File: config.mk
export PLATFORM = sky130hd
export DESIGN_NAME = matmul_ctrl
export DESIGN_NICKNAME = d
export VERILOG_FILES = /design/src/rtl/matmul_ctrl.sv
export SDC_FILE = /design/constraint.sdc
export NUM_CORES = 1
export LEC_CHECK = 0
export CAP_MARGIN = 20
export CORE_AREA = 4 4 41 43
export CTS_BUF_LIST = sky130_fd_sc_hd__clkbuf_8
export DETAILED_ROUTE_END_ITERATION = 16
export DIE_AREA = 0 0 45 47
export PLACE_DENSITY = 0.44
export RECOVER_POWER = 25
export SLEW_MARGIN = 15
export SYNTH_ARGS = -nofsm -noshare
export SYNTH_HDL_FRONTEND = slang
export SYNTH_SLANG_ARGS = --single-unit
File: constraint.sdc
create_clock -name clk -period 3.5 [get_ports clk]
set_input_delay 0.875 -clock clk [delete_from_list [all_inputs] [get_ports clk]]
set_output_delay 0.875 -clock clk [all_outputs]
set_load 0.02 [all_outputs]
File: src/rtl/matmul_ctrl.sv
// matmul_ctrl: job sequencer for the matmul_datapath MAC array.
// One accumulator clear, then K accumulate steps with k = 0..K-1, then a
// MAC_LAT-cycle drain, then c_valid held until the consumer takes C.
// Every output is decoded from registered state only.
module matmul_ctrl #(
  parameter int K       = 2,
  parameter int MAC_LAT = 1
) (
  input  logic               clk,
  input  logic               rst_n,
  input  logic               start,
  input  logic               abort,
  output logic               busy,
  output logic               clear,
  output logic               en,
  output logic [$clog2(K):0] k,
  output logic               c_valid,
  input  logic               c_ready
);

  localparam int KW = $clog2(K) + 1;
  localparam int DW = (MAC_LAT > 1) ? $clog2(MAC_LAT) : 1;
  localparam logic [KW-1:0] K_LAST = KW'(K - 1);
  // With no pipeline latency the drain state is never entered, so its
  // terminal count is irrelevant; pin it to 0 to keep the constant in range.
  localparam logic [DW-1:0] D_LAST = DW'((MAC_LAT > 0) ? (MAC_LAT - 1) : 0);
  localparam bit HAS_DRAIN = (MAC_LAT > 0);

  typedef enum logic [2:0] {
    S_IDLE,
    S_CLEAR,
    S_ACCUM,
    S_DRAIN,
    S_RESULT
  } state_t;

  state_t        state_q, state_d;
  logic [KW-1:0] kcnt_q, kcnt_d;
  logic [DW-1:0] dcnt_q, dcnt_d;

  // State and counter registers; reset lands in IDLE immediately.
  always_ff @(posedge clk or negedge rst_n) begin
    if (!rst_n) begin
      state_q <= S_IDLE;
      kcnt_q  <= '0;
      dcnt_q  <= '0;
    end else begin
      state_q <= state_d;
      kcnt_q  <= kcnt_d;
      dcnt_q  <= dcnt_d;
    end
  end

  // Next-state and counter update; abort overrides everything, including start.
  always_comb begin
    state_d = state_q;
    kcnt_d  = kcnt_q;
    dcnt_d  = dcnt_q;
    if (abort) begin
      state_d = S_IDLE;
    end else begin
      case (state_q)
        S_IDLE: begin
          if (start) state_d = S_CLEAR;
        end
        S_CLEAR: begin
          // kcnt only ever restarts here, so it never wraps by overflow.
          state_d = S_ACCUM;
          kcnt_d  = '0;
        end
        S_ACCUM: begin
          if (kcnt_q == K_LAST) begin
            if (HAS_DRAIN) begin
              state_d = S_DRAIN;
              dcnt_d  = '0;
            end else begin
              state_d = S_RESULT;
            end
          end else begin
            kcnt_d = kcnt_q + KW'(1);
          end
        end
        S_DRAIN: begin
          if (dcnt_q == D_LAST) state_d = S_RESULT;
          else                  dcnt_d  = dcnt_q + DW'(1);
        end
        S_RESULT: begin
          if (c_ready) state_d = S_IDLE;
        end
        default: state_d = S_IDLE;
      endcase
    end
  end

  // Moore output decode from the state register and k counter.
  always_comb begin
    busy    = (state_q != S_IDLE);
    clear   = (state_q == S_CLEAR);
    en      = (state_q == S_ACCUM);
    c_valid = (state_q == S_RESULT);
    k       = (state_q == S_ACCUM) ? kcnt_q : '0;
  end

  // Datapath-interface invariants.
  a_clear_en_excl: assert property (@(posedge clk) disable iff (!rst_n)
    !(clear && en));
  a_en_starts_k0: assert property (@(posedge clk) disable iff (!rst_n)
    $rose(en) |-> (k == '0));
  a_en_runs_on: assert property (@(posedge clk) disable iff (!rst_n)
    (en && (kcnt_q != K_LAST) && !abort) |=> en);
  a_en_stops: assert property (@(posedge clk) disable iff (!rst_n)
    (en && (kcnt_q == K_LAST)) |=> !en);
  a_k_in_range: assert property (@(posedge clk) disable iff (!rst_n)
    en |-> (k <= K_LAST));
  a_cvalid_no_en: assert property (@(posedge clk) disable iff (!rst_n)
    c_valid |-> !en);
  a_busy_state: assert property (@(posedge clk) disable iff (!rst_n)
    busy == (state_q != S_IDLE));
  a_result_hold: assert property (@(posedge clk) disable iff (!rst_n)
    (c_valid && !c_ready && !abort) |=> (c_valid && !en && !clear && (k == '0)));

endmodule

==> results of run 1 <==
cells by family (layout without fill, tap and decap cells):
| group | Yosys count | in the layout | share of synthesized area (%) |
|---|---|---|---|
| AND/OR/NAND/NOR | 12 | 12 | 32.68 |
| flip-flops | 5 | 5 | 39.37 |
| AO/OA/AOI/OAI | 3 | 3 | 7.876 |
| buffers and inverters | 3 | 15 | 7.086 |
| multiplexers | 2 | 2 | 6.299 |
| adder cells (fa/ha/maj) | 1 | 1 | 3.936 |
| XOR/XNOR | 1 | 1 | 2.756 |
layout by cell type (no fill, tap or decap), types with 2 or more instances in the layout:
cell             Yosys  final
dfrtp_1              5      5
mux2i_1              2      2
nor3b_2              3      3
nand2b_1             2      2
clkdlybuf4s50_1      0      9
and2_1               2      2
inv_1                1      2
clkbuf_8             0      3
cell type report:
cell class / instances / area [sq um] / share of cell area (%)
Timing Repair Buffer: 10 / 100.1 / 21.62
Clock inverter: 1 / 3.754 / 0.8108
Multi-Input combinational cell: 19 / 170.2 / 36.76
Sequential cell: 5 / 125.1 / 27.03
Tap cell: 15 / 18.77 / 4.054
Clock buffer: 3 / 41.29 / 8.919
Inverter: 1 / 3.754 / 0.8108
state kept, by name, summed over array words and instances, names as in the netlist:
name / flops
state_q: 3
kcnt_q: 2
worst max path at each step:
stage,slack [ns],cells past startpoint,to,startpoint
after CTS,0.84,3,k[1],state_q[1]$_DFFE_PN0P_
after detailed placement,1.08,3,k[1],state_q[1]$_DFFE_PN0P_
after global routing,0.77,3,k[1],state_q[1]$_DFFE_PN0P_
after floorplan,1.48,3,k[0],state_q[0]$_DFFE_PN0P_
final,0.87,3,k[1],state_q[1]$_DFFE_PN0P_
after global placement,1.11,3,k[0],state_q[1]$_DFFE_PN0P_
through the flow:
step | hold WS, ns | cell area (sq um) | utilization (%)
finish | 0.4992 | 462.9 | 35.58
CTS | 0.5002 | 462.9 | 35.58
floorplan | 0.4706 | 317.8 | -
global placement | 0.4925 | 417.9 | 32.12
detailed placement | 0.4961 | 417.9 | 32.12
global route | 0.5323 | 462.9 | 35.58
Yosys cell counts:
master / number / share of area [%]
dfrtp_1: 5 / 39
nor3b_2: 3 / 12
and2_1: 2 / 3.9
mux2i_1: 2 / 6.3
nand2b_1: 2 / 3.9
a21oi_2: 1 / 2.8
buf_4: 1 / 2.4
buf_6: 1 / 3.5
ha_1: 1 / 3.9
inv_1: 1 / 1.2
nand3b_1: 1 / 2.4
nor3_1: 1 / 1.6
nor4_1: 1 / 2.0
nor4b_2: 1 / 4.7
o21ba_1: 1 / 3.1
o22ai_1: 1 / 2.0
or3_2: 1 / 2.4
xnor2_1: 1 / 2.8
metal layers:
layer  routed length, um  vias up  track usage (%)  share of wire (%)
li1                    -      119                -                  -
met1                 303      118            9.425                 46
met2                 291        8            11.30                 44
met3                  51        3            6.897                7.8
met4                   9        0            3.509                1.4
met5                   0        -                0                  0
where the power goes:
| group | internal [uW] | total [uW] | leakage (uW) | switching (uW) |
|---|---|---|---|---|
| sequential | 72.5 | 90.0 | 0.0000669 | 17.5 |
| combinational | 44.1 | 79.2 | 0.000103 | 35.1 |
| clock | 75.1 | 103 | 0.0000269 | 28.2 |
==> run_results.csv, run 1 <==
group,metric,value,unit
critical_path,cpMaxStageDelayCell,"clkdlybuf4s50_1",
yosys,ys_types,18,
clock_tree,clockRootBuffer,"clkbuf_8",
grt,track_usage,8.327,%
clock_tree,worst_skew_pair.late_latency,0.22,ns
place,place_congestion,0.6488,
critical_path,r2r_cells,4,
power,ir_worst_vdd,0.2276,mV
run,drv_cap,0,
critical_path,crit_type,"reg2out",
yosys,yosys_warnings,0,
yosys,syn_nets,33,
critical_path,worst-path-buf-inv,1,
sta,fmax,0.3802,GHz
critical_path,r2r_end,"kcnt_q[1]$_DFFE_PN0P_",
yosys,ys_seq_area_share,39.37,%
die,fp-row-count,13,
critical_path,required,2.62,ns
die,die_x,45,um
grt,grt_pass1_vias,263,
critical_path,end_kind,"output port",
drt,viasPerCell,4.593,
drt,drt.antenna.violating_nets,0,
yosys,synth_area,317.8,sq um
sta,setup_viol,0,
clock_tree,cts.htree.levels,1,
yosys,syn_inst,27,
sta,finalCritPeriodShare,75.15,%
power,p_total,272.5,uW
clock_tree,hold_buffers,0,
grt,grt_overflow,0,
clock_tree,cts_resized,0,
hold_path,hold_depth,1,
critical_path,crit_family,"buffers and inverters",
die,dieArea,2115,sq um
cells_and_area,fill_cells,147,
critical_path,path_cells,"nor3b_2 > and2_1 > clkdlybuf4s50_1",
hold_path,min_to,"kcnt_q[0]$_DFFE_PN0P_",
clock_tree,cts_tree,"yes",
cells_and_area,fin_cells,54,
sta,rsz0062_at_grt,"false",
cells_and_area,syn_to_final_growth,45.67,%
sta,skew,0.003030,ns
clock_tree,cts_max_path_buffers,2,
yosys,avgSynthCellArea,11.77,sq um
hold_path,hold_class,"reg2reg",
sta,worst_slew_pin_slew,0.3152,ns
hold_path,holdCritStartpoint,"kcnt_q[0]$_DFFE_PN0P_",
clock_tree,path_clk_slew,0.04,ns
critical_path,cp_max_fo,8,
grt,grt_max_degree,9,
cells_and_area,drive_gt1_share,23.08,%
sta,finalWorstSetupSlack,0.8697,ns
power,p_leak,0.0001967,uW
critical_path,cpPeakStageDelay,0.60,ns
grt,grt_pass1_wl,1145,um
drt,routed_wl,655,um
clock_tree,cts_num_sinks,5,
yosys,ys_seq_elements,5,
critical_path,critPathArrivalTime,1.76,ns
clock_tree,numCtsBuffers,3,
place,dp.cells,50,
drt,wl_per_cell,12.13,um
sta,setup_tns,0,ns
sta,slew-limit-headroom,78.99,%
drt,dr.pass1.iters,2,
power,power.density,588.7,nW/um^2
drt,initialDrtViolationCount,2,
sta,final-hold-violation-count,0,
cells_and_area,n_antenna_cell,0,
critical_path,timing.rr.start,"kcnt_q[0]$_DFFE_PN0P_",
sta,slew_violations,0,
drt,drc,0,
drt,vias,248,
cells_and_area,final_nets,46,
critical_path,reg2reg_slack,2.24,ns
run_status,status,"complete, no violations",
place,place.port_buffers,10,
die,fp.dieH,47,um
clock_tree,post_cts_buffers,0,
grt,antenna_found_initial,0,
die,pin_count,11,
die,start_util,24.42,%
die,fp.coreArea,1301,sq um
critical_path,cp-start-kind,"flip-flop",
place,dp_hpwl,503.5,um
place,place_ws,1.084,ns
sta,final.min_clock_period,2.630,ns
Power figures use the tool's default switching activity.
==> run 2, diff against run 1 <==
Settings changed: PLACE_DENSITY 0.44 to 0.45.
Clock period 3.5 ns to 2.1 ns, I/O delays scaled along.
==> run_results.csv, run 2 (synthesized netlist as in run 1, its figures left out) <==
group,metric,value,unit
power,ir_worst_vdd,0.4279,mV
sta,slew-limit-headroom,81.00,%
drt,drc,0,
power,p_comb_share,30.2,%
clock_tree,numCtsBuffers,3,
die,dieArea,2115,sq um
drt,routed_wl,669,um
run_status,status,"complete, no violations",
die,fp-row-count,13,
critical_path,cp_max_fo,7,
drt,wl_per_cell,11.95,um
clock_tree,cts_max_path_buffers,2,
clock_tree,cts.htree.levels,1,
cells_and_area,largest_register_ffs,3,
grt,track_usage,8.565,%
cells_and_area,top_register,"state_q",
sta,final-hold-violation-count,0,
grt,grt_max_degree,9,
grt,grt_overflow,0,
clock_tree,cts_tree,"yes",
cells_and_area,syn_to_final_growth,48.03,%
sta,slew_violations,0,
cells_and_area,fin_cells,56,
place,dp.cells,52,
sta,skew,0.0006230,ns
grt,grt_pass1_wl,1186,um
power,power.density,965.1,nW/um^2
sta,setup_viol,0,
die,pin_count,11,
hold_path,holdCritStartpoint,"kcnt_q[0]$_DFFE_PN0P_",
cells_and_area,top_regs,"state_q x3, kcnt_q x2",
power,pwr-share-clk,38.5,%
die,fp.dieH,47,um
grt,gr-max-usage-layer,"met2",
drt,vias,252,
critical_path,end_kind,"output port",
critical_path,cp-start-kind,"flip-flop",
critical_path,required,1.57,ns
die,fp.coreArea,1301,sq um
critical_path,timing.rr.start,"state_q[2]$_DFFE_PN0P_",
critical_path,critPathArrivalTime,1.46,ns
critical_path,crit_family,"simple AND/OR/NAND/NOR gates",
place,place_ws,0.1099,ns
hold_path,hold_class,"reg2reg",
clock_tree,cts_num_sinks,5,
place,place_congestion,0.6820,
power,p_sw,139.2,uW
cells_and_area,mostFrequentLayoutCells,"6 x dlygate4sd2_1, 5 x dfrtp_1, 3 x nor3b_2, 3 x clkbuf_8, 3 x clkdlybuf4s50_1",
critical_path,worst-path-buf-inv,1,
place,place.port_buffers,10,
drt,dr.pass1.iters,1,
cells_and_area,final_nets,48,
sta,finalCritPeriodShare,94.76,%
critical_path,startpoint,"state_q[2]$_DFFE_PN0P_",
sta,finalWorstSetupSlack,0.1101,ns
die,start_util,24.42,%
grt,grt_util_met2,12.71,%
sta,final.min_clock_period,1.990,ns
clock_tree,hold_buffers,0,
sta,setup_tns,0,ns
clock_tree,path_clk_slew,0.04,ns
power,p_leak,0.0002323,uW
sta,fmax,0.5025,GHz
cells_and_area,drive_gt1_share,26.83,%
run,drv_cap,0,
critical_path,path_cells,"or3_2 > dlygate4sd2_1",
clock_tree,clockRootBuffer,"clkbuf_8",
power,switching_share,30.66,%
power,p_int,314.8,uW
critical_path,cpPeakStageDelay,0.48,ns
grt,antenna_found_initial,0,
cells_and_area,finalCoreUtilization,36.15,%
cells_and_area,layout_commonest_cell,"dlygate4sd2_1",
drt,initialDrtViolationCount,0,
power,seqPwrFrac,31.2,%
grt,grt_use_met3,4.981,%
critical_path,cpMaxStageDelayCell,"or3_2",
clock_tree,cts_resized,6,
clock_tree,worst_skew_pair.late_latency,0.22,ns
sta,worst_slew_pin_slew,0.2850,ns
grt,grt_pass1_vias,289,
clock_tree,post_cts_buffers,0,
critical_path,crit_type,"reg2out",
die,die_x,45,um
cells_and_area,n_antenna_cell,0,
drt,viasPerCell,4.500,
drt,drt.antenna.violating_nets,0,
grt,grt_use_met1,8.736,%
sta,rsz0062_at_grt,"false",
-- run 2: worst paths after layout --
check | endpoint | cells after the start | slack, ns
max reg2reg | kcnt_q[1]$_DFFE_PN0P_ | 4 | 0.79
min | kcnt_q[0]$_DFFE_PN0P_ | 1 | 0.51
max in group asynchronous | state_q[0]$_DFFE_PN0P_ | 1 | 1.29
min reg2reg | kcnt_q[0]$_DFFE_PN0P_ | 1 | 0.51
min in group asynchronous | state_q[1]$_DFFE_PN0P_ | 1 | 0.61
max | busy | 2 | 0.11
-- run 2: stage by stage --
| stage | power, uW | instance area (sq um) | hold slack (ns) |
|---|---|---|---|
| 2_1_floorplan | 243.0 | 317.8 | 0.2294 |
| 5_1_grt | 486.3 | 470.5 | 0.5632 |
| 3_5_place_dp | 293.9 | 432.9 | 0.4953 |
| 3_3_place_gp | 291.1 | 432.9 | 0.4884 |
| 6_report | 454.0 | 470.5 | 0.5141 |
| 4_1_cts | 466.1 | 470.5 | 0.5325 |
-- run 2: final cells by class --
type                    instances  area, sq um
fillers                       147        830.8
multi-input cells              19        170.2
flip-flops and latches          5        125.1
repair buffers                 12        107.6
clock buffers                   3        41.29
well taps                      15        18.77
clock inverters                 1        3.754
inverters                       1        3.754
-- run 2: per-layer routing --
layer  vias up  part of all wire (%)
met5         -                     0
met4         0                   1.3
met3         2                   6.3
met2         7                    53
met1       118                    39
li1        125                     -
-- run 2: power by group through the flow --
stage | clock [uW] | sequential (uW) | combinational, uW
4_1_cts | 180 | 143 | 143
3_3_place_gp | 0 | 143 | 148
6_report | 175 | 142 | 137
3_5_place_dp | 0 | 143 | 151
2_1_floorplan | 0 | 134 | 109
5_1_grt | 186 | 147 | 154
-- run 2: worst register-to-register path, cell delays in order, from the launching register on --
cell     delay (ns)
dfrtp_1        0.43
buf_4          0.17
nor4b_2        0.32
o21ba_1        0.19
o22ai_1        0.08
==> run 3, diff against run 2 <==
Settings changed: CORE_AREA 4 4 41 43 to 5 5 42 44, DIE_AREA 0 0 45 47 to 0 0 47 49.
==> run_results.csv, run 3 (synthesized netlist as in run 1, its figures left out) <==
group,metric,value,unit
place,place_ws,0.1313,ns
drt,viasPerCell,4.316,
cells_and_area,top_regs,"state_q x3, kcnt_q x2",
die,dieArea,2303,sq um
sta,final.min_clock_period,1.976,ns
sta,worst_slew_pin_slew,0.2756,ns
clock_tree,post_cts_buffers,0,
grt,grt_pass1_vias,273,
clock_tree,cts_tree,"yes",
clock_tree,worst_skew_pair.late_latency,0.22,ns
cells_and_area,top_register,"state_q",
critical_path,cpPeakStageDelay,0.48,ns
power,ir_worst_vdd,0.3900,mV
clock_tree,hold_buffers,0,
power,p_leak,0.0002449,uW
die,start_util,22.68,%
cells_and_area,final_nets,48,
drt,dr.pass1.iters,4,
place,dp_hpwl,526.8,um
drt,routed_wl,642,um
clock_tree,cts_max_path_buffers,2,
cells_and_area,largest_register_ffs,3,
sta,setup_tns,0,ns
grt,grt_pass1_wl,1124,um
critical_path,path_cells,"or3_2 > dlygate4sd2_1",
critical_path,required,1.57,ns
clock_tree,cts_num_sinks,5,
grt,grt_overflow,0,
sta,slew_violations,0,
grt,track_usage,7.067,%
critical_path,critPathArrivalTime,1.45,ns
power,power.density,951.9,nW/um^2
cells_and_area,n_antenna_cell,0,
critical_path,cp-start-kind,"flip-flop",
critical_path,cp_max_fo,5,
sta,finalCritPeriodShare,94.12,%
sta,slew-limit-headroom,81.62,%
drt,wl_per_cell,11.26,um
sta,rsz0062_at_grt,"false",
critical_path,crit_family,"simple AND/OR/NAND/NOR gates",
clock_tree,cts_resized,5,
sta,final-hold-violation-count,0,
drt,drc,0,
grt,antenna_found_initial,0,
die,fp.coreArea,1401,sq um
place,place.port_buffers,10,
die,fp-row-count,14,
clock_tree,cts.htree.levels,1,
cells_and_area,syn_to_final_growth,49.61,%
drt,vias,246,
hold_path,hold_class,"reg2reg",
drt,initialDrtViolationCount,5,
die,fp.dieH,49,um
die,pin_count,11,
clock_tree,numCtsBuffers,3,
cells_and_area,finalCoreUtilization,33.93,%
critical_path,cpMaxStageDelayCell,"or3_2",
sta,setup_viol,0,
sta,fmax,0.5060,GHz
clock_tree,clockRootBuffer,"clkbuf_8",
place,place_congestion,0.6740,
grt,grt_max_degree,9,
sta,skew,0.001481,ns
run_status,status,"complete, no violations",
clock_tree,path_clk_slew,0.04,ns
cells_and_area,drive_gt1_share,26.83,%
cells_and_area,fill_cells,151,
cells_and_area,mostFrequentLayoutCells,"5 x dfrtp_1, 5 x dlygate4sd2_1, 3 x nor3b_2, 3 x clkbuf_8, 3 x clkdlybuf4s50_1",
critical_path,crit_type,"reg2out",
drt,drt.antenna.violating_nets,0,
critical_path,end_kind,"output port",
run,drv_cap,0,
die,die_x,47,um
sta,finalWorstSetupSlack,0.1236,ns
critical_path,worst-path-buf-inv,1,
-- run 3: cell count changes in the layout (fill, tap and decap cells not counted) --
cell,change
dlymetal6s2s_1,+1
dlygate4sd2_1,-1
-- run 3: metrics by stage --
step	power, uW	instances	cell area, sq um	hold slack, ns
final	452.6	57	475.5	0.5153
after global routing	489.0	57	475.5	0.5499
after CTS	464.3	57	473.0	0.5272
after detailed placement	294.8	53	434.2	0.5233
after global placement	290.2	53	434.2	0.5008
after floorplan	243.0	27	317.8	0.2294
-- run 3: where the power goes --
part / internal, uW / switching (uW)
clock: 125 / 46.5
sequential: 121 / 23.5
combinational: 69.7 / 66.6
-- run 3: layout make-up --
class / instances / area, sq um / share of cell area (%)
Tap cell: 16 / 20.02 / 4.211
Clock inverter: 1 / 3.754 / 0.7895
Timing Repair Buffer: 12 / 111.4 / 23.42
Sequential cell: 5 / 125.1 / 26.32
Multi-Input combinational cell: 19 / 170.2 / 35.79
Inverter: 1 / 3.754 / 0.7895
Clock buffer: 3 / 41.29 / 8.684
-- run 3: metal layers --
metal	vias to the layer above	routed length, um	track usage [%]
li1	122	-	-
met1	113	304	9.556
met2	11	275	7.919
met3	0	62	1.476
met4	0	0	8.295
met5	-	0	0
-- run 3: final timing paths --
| path | from | end | slack (ns) | depth (start not counted) |
|---|---|---|---|---|
| worst max-delay path | state_q[2]$_DFFE_PN0P_ | busy | 0.12 | 2 |
| worst min-delay path | kcnt_q[0]$_DFFE_PN0P_ | kcnt_q[0]$_DFFE_PN0P_ | 0.52 | 1 |
| worst max register to register | state_q[2]$_DFFE_PN0P_ | kcnt_q[1]$_DFFE_PN0P_ | 0.81 | 4 |
| worst min register to register | kcnt_q[0]$_DFFE_PN0P_ | kcnt_q[0]$_DFFE_PN0P_ | 0.52 | 1 |
| max in group asynchronous | rst_n | kcnt_q[1]$_DFFE_PN0P_ | 1.29 | 1 |
| min in group asynchronous | rst_n | state_q[0]$_DFFE_PN0P_ | 0.61 | 1 |
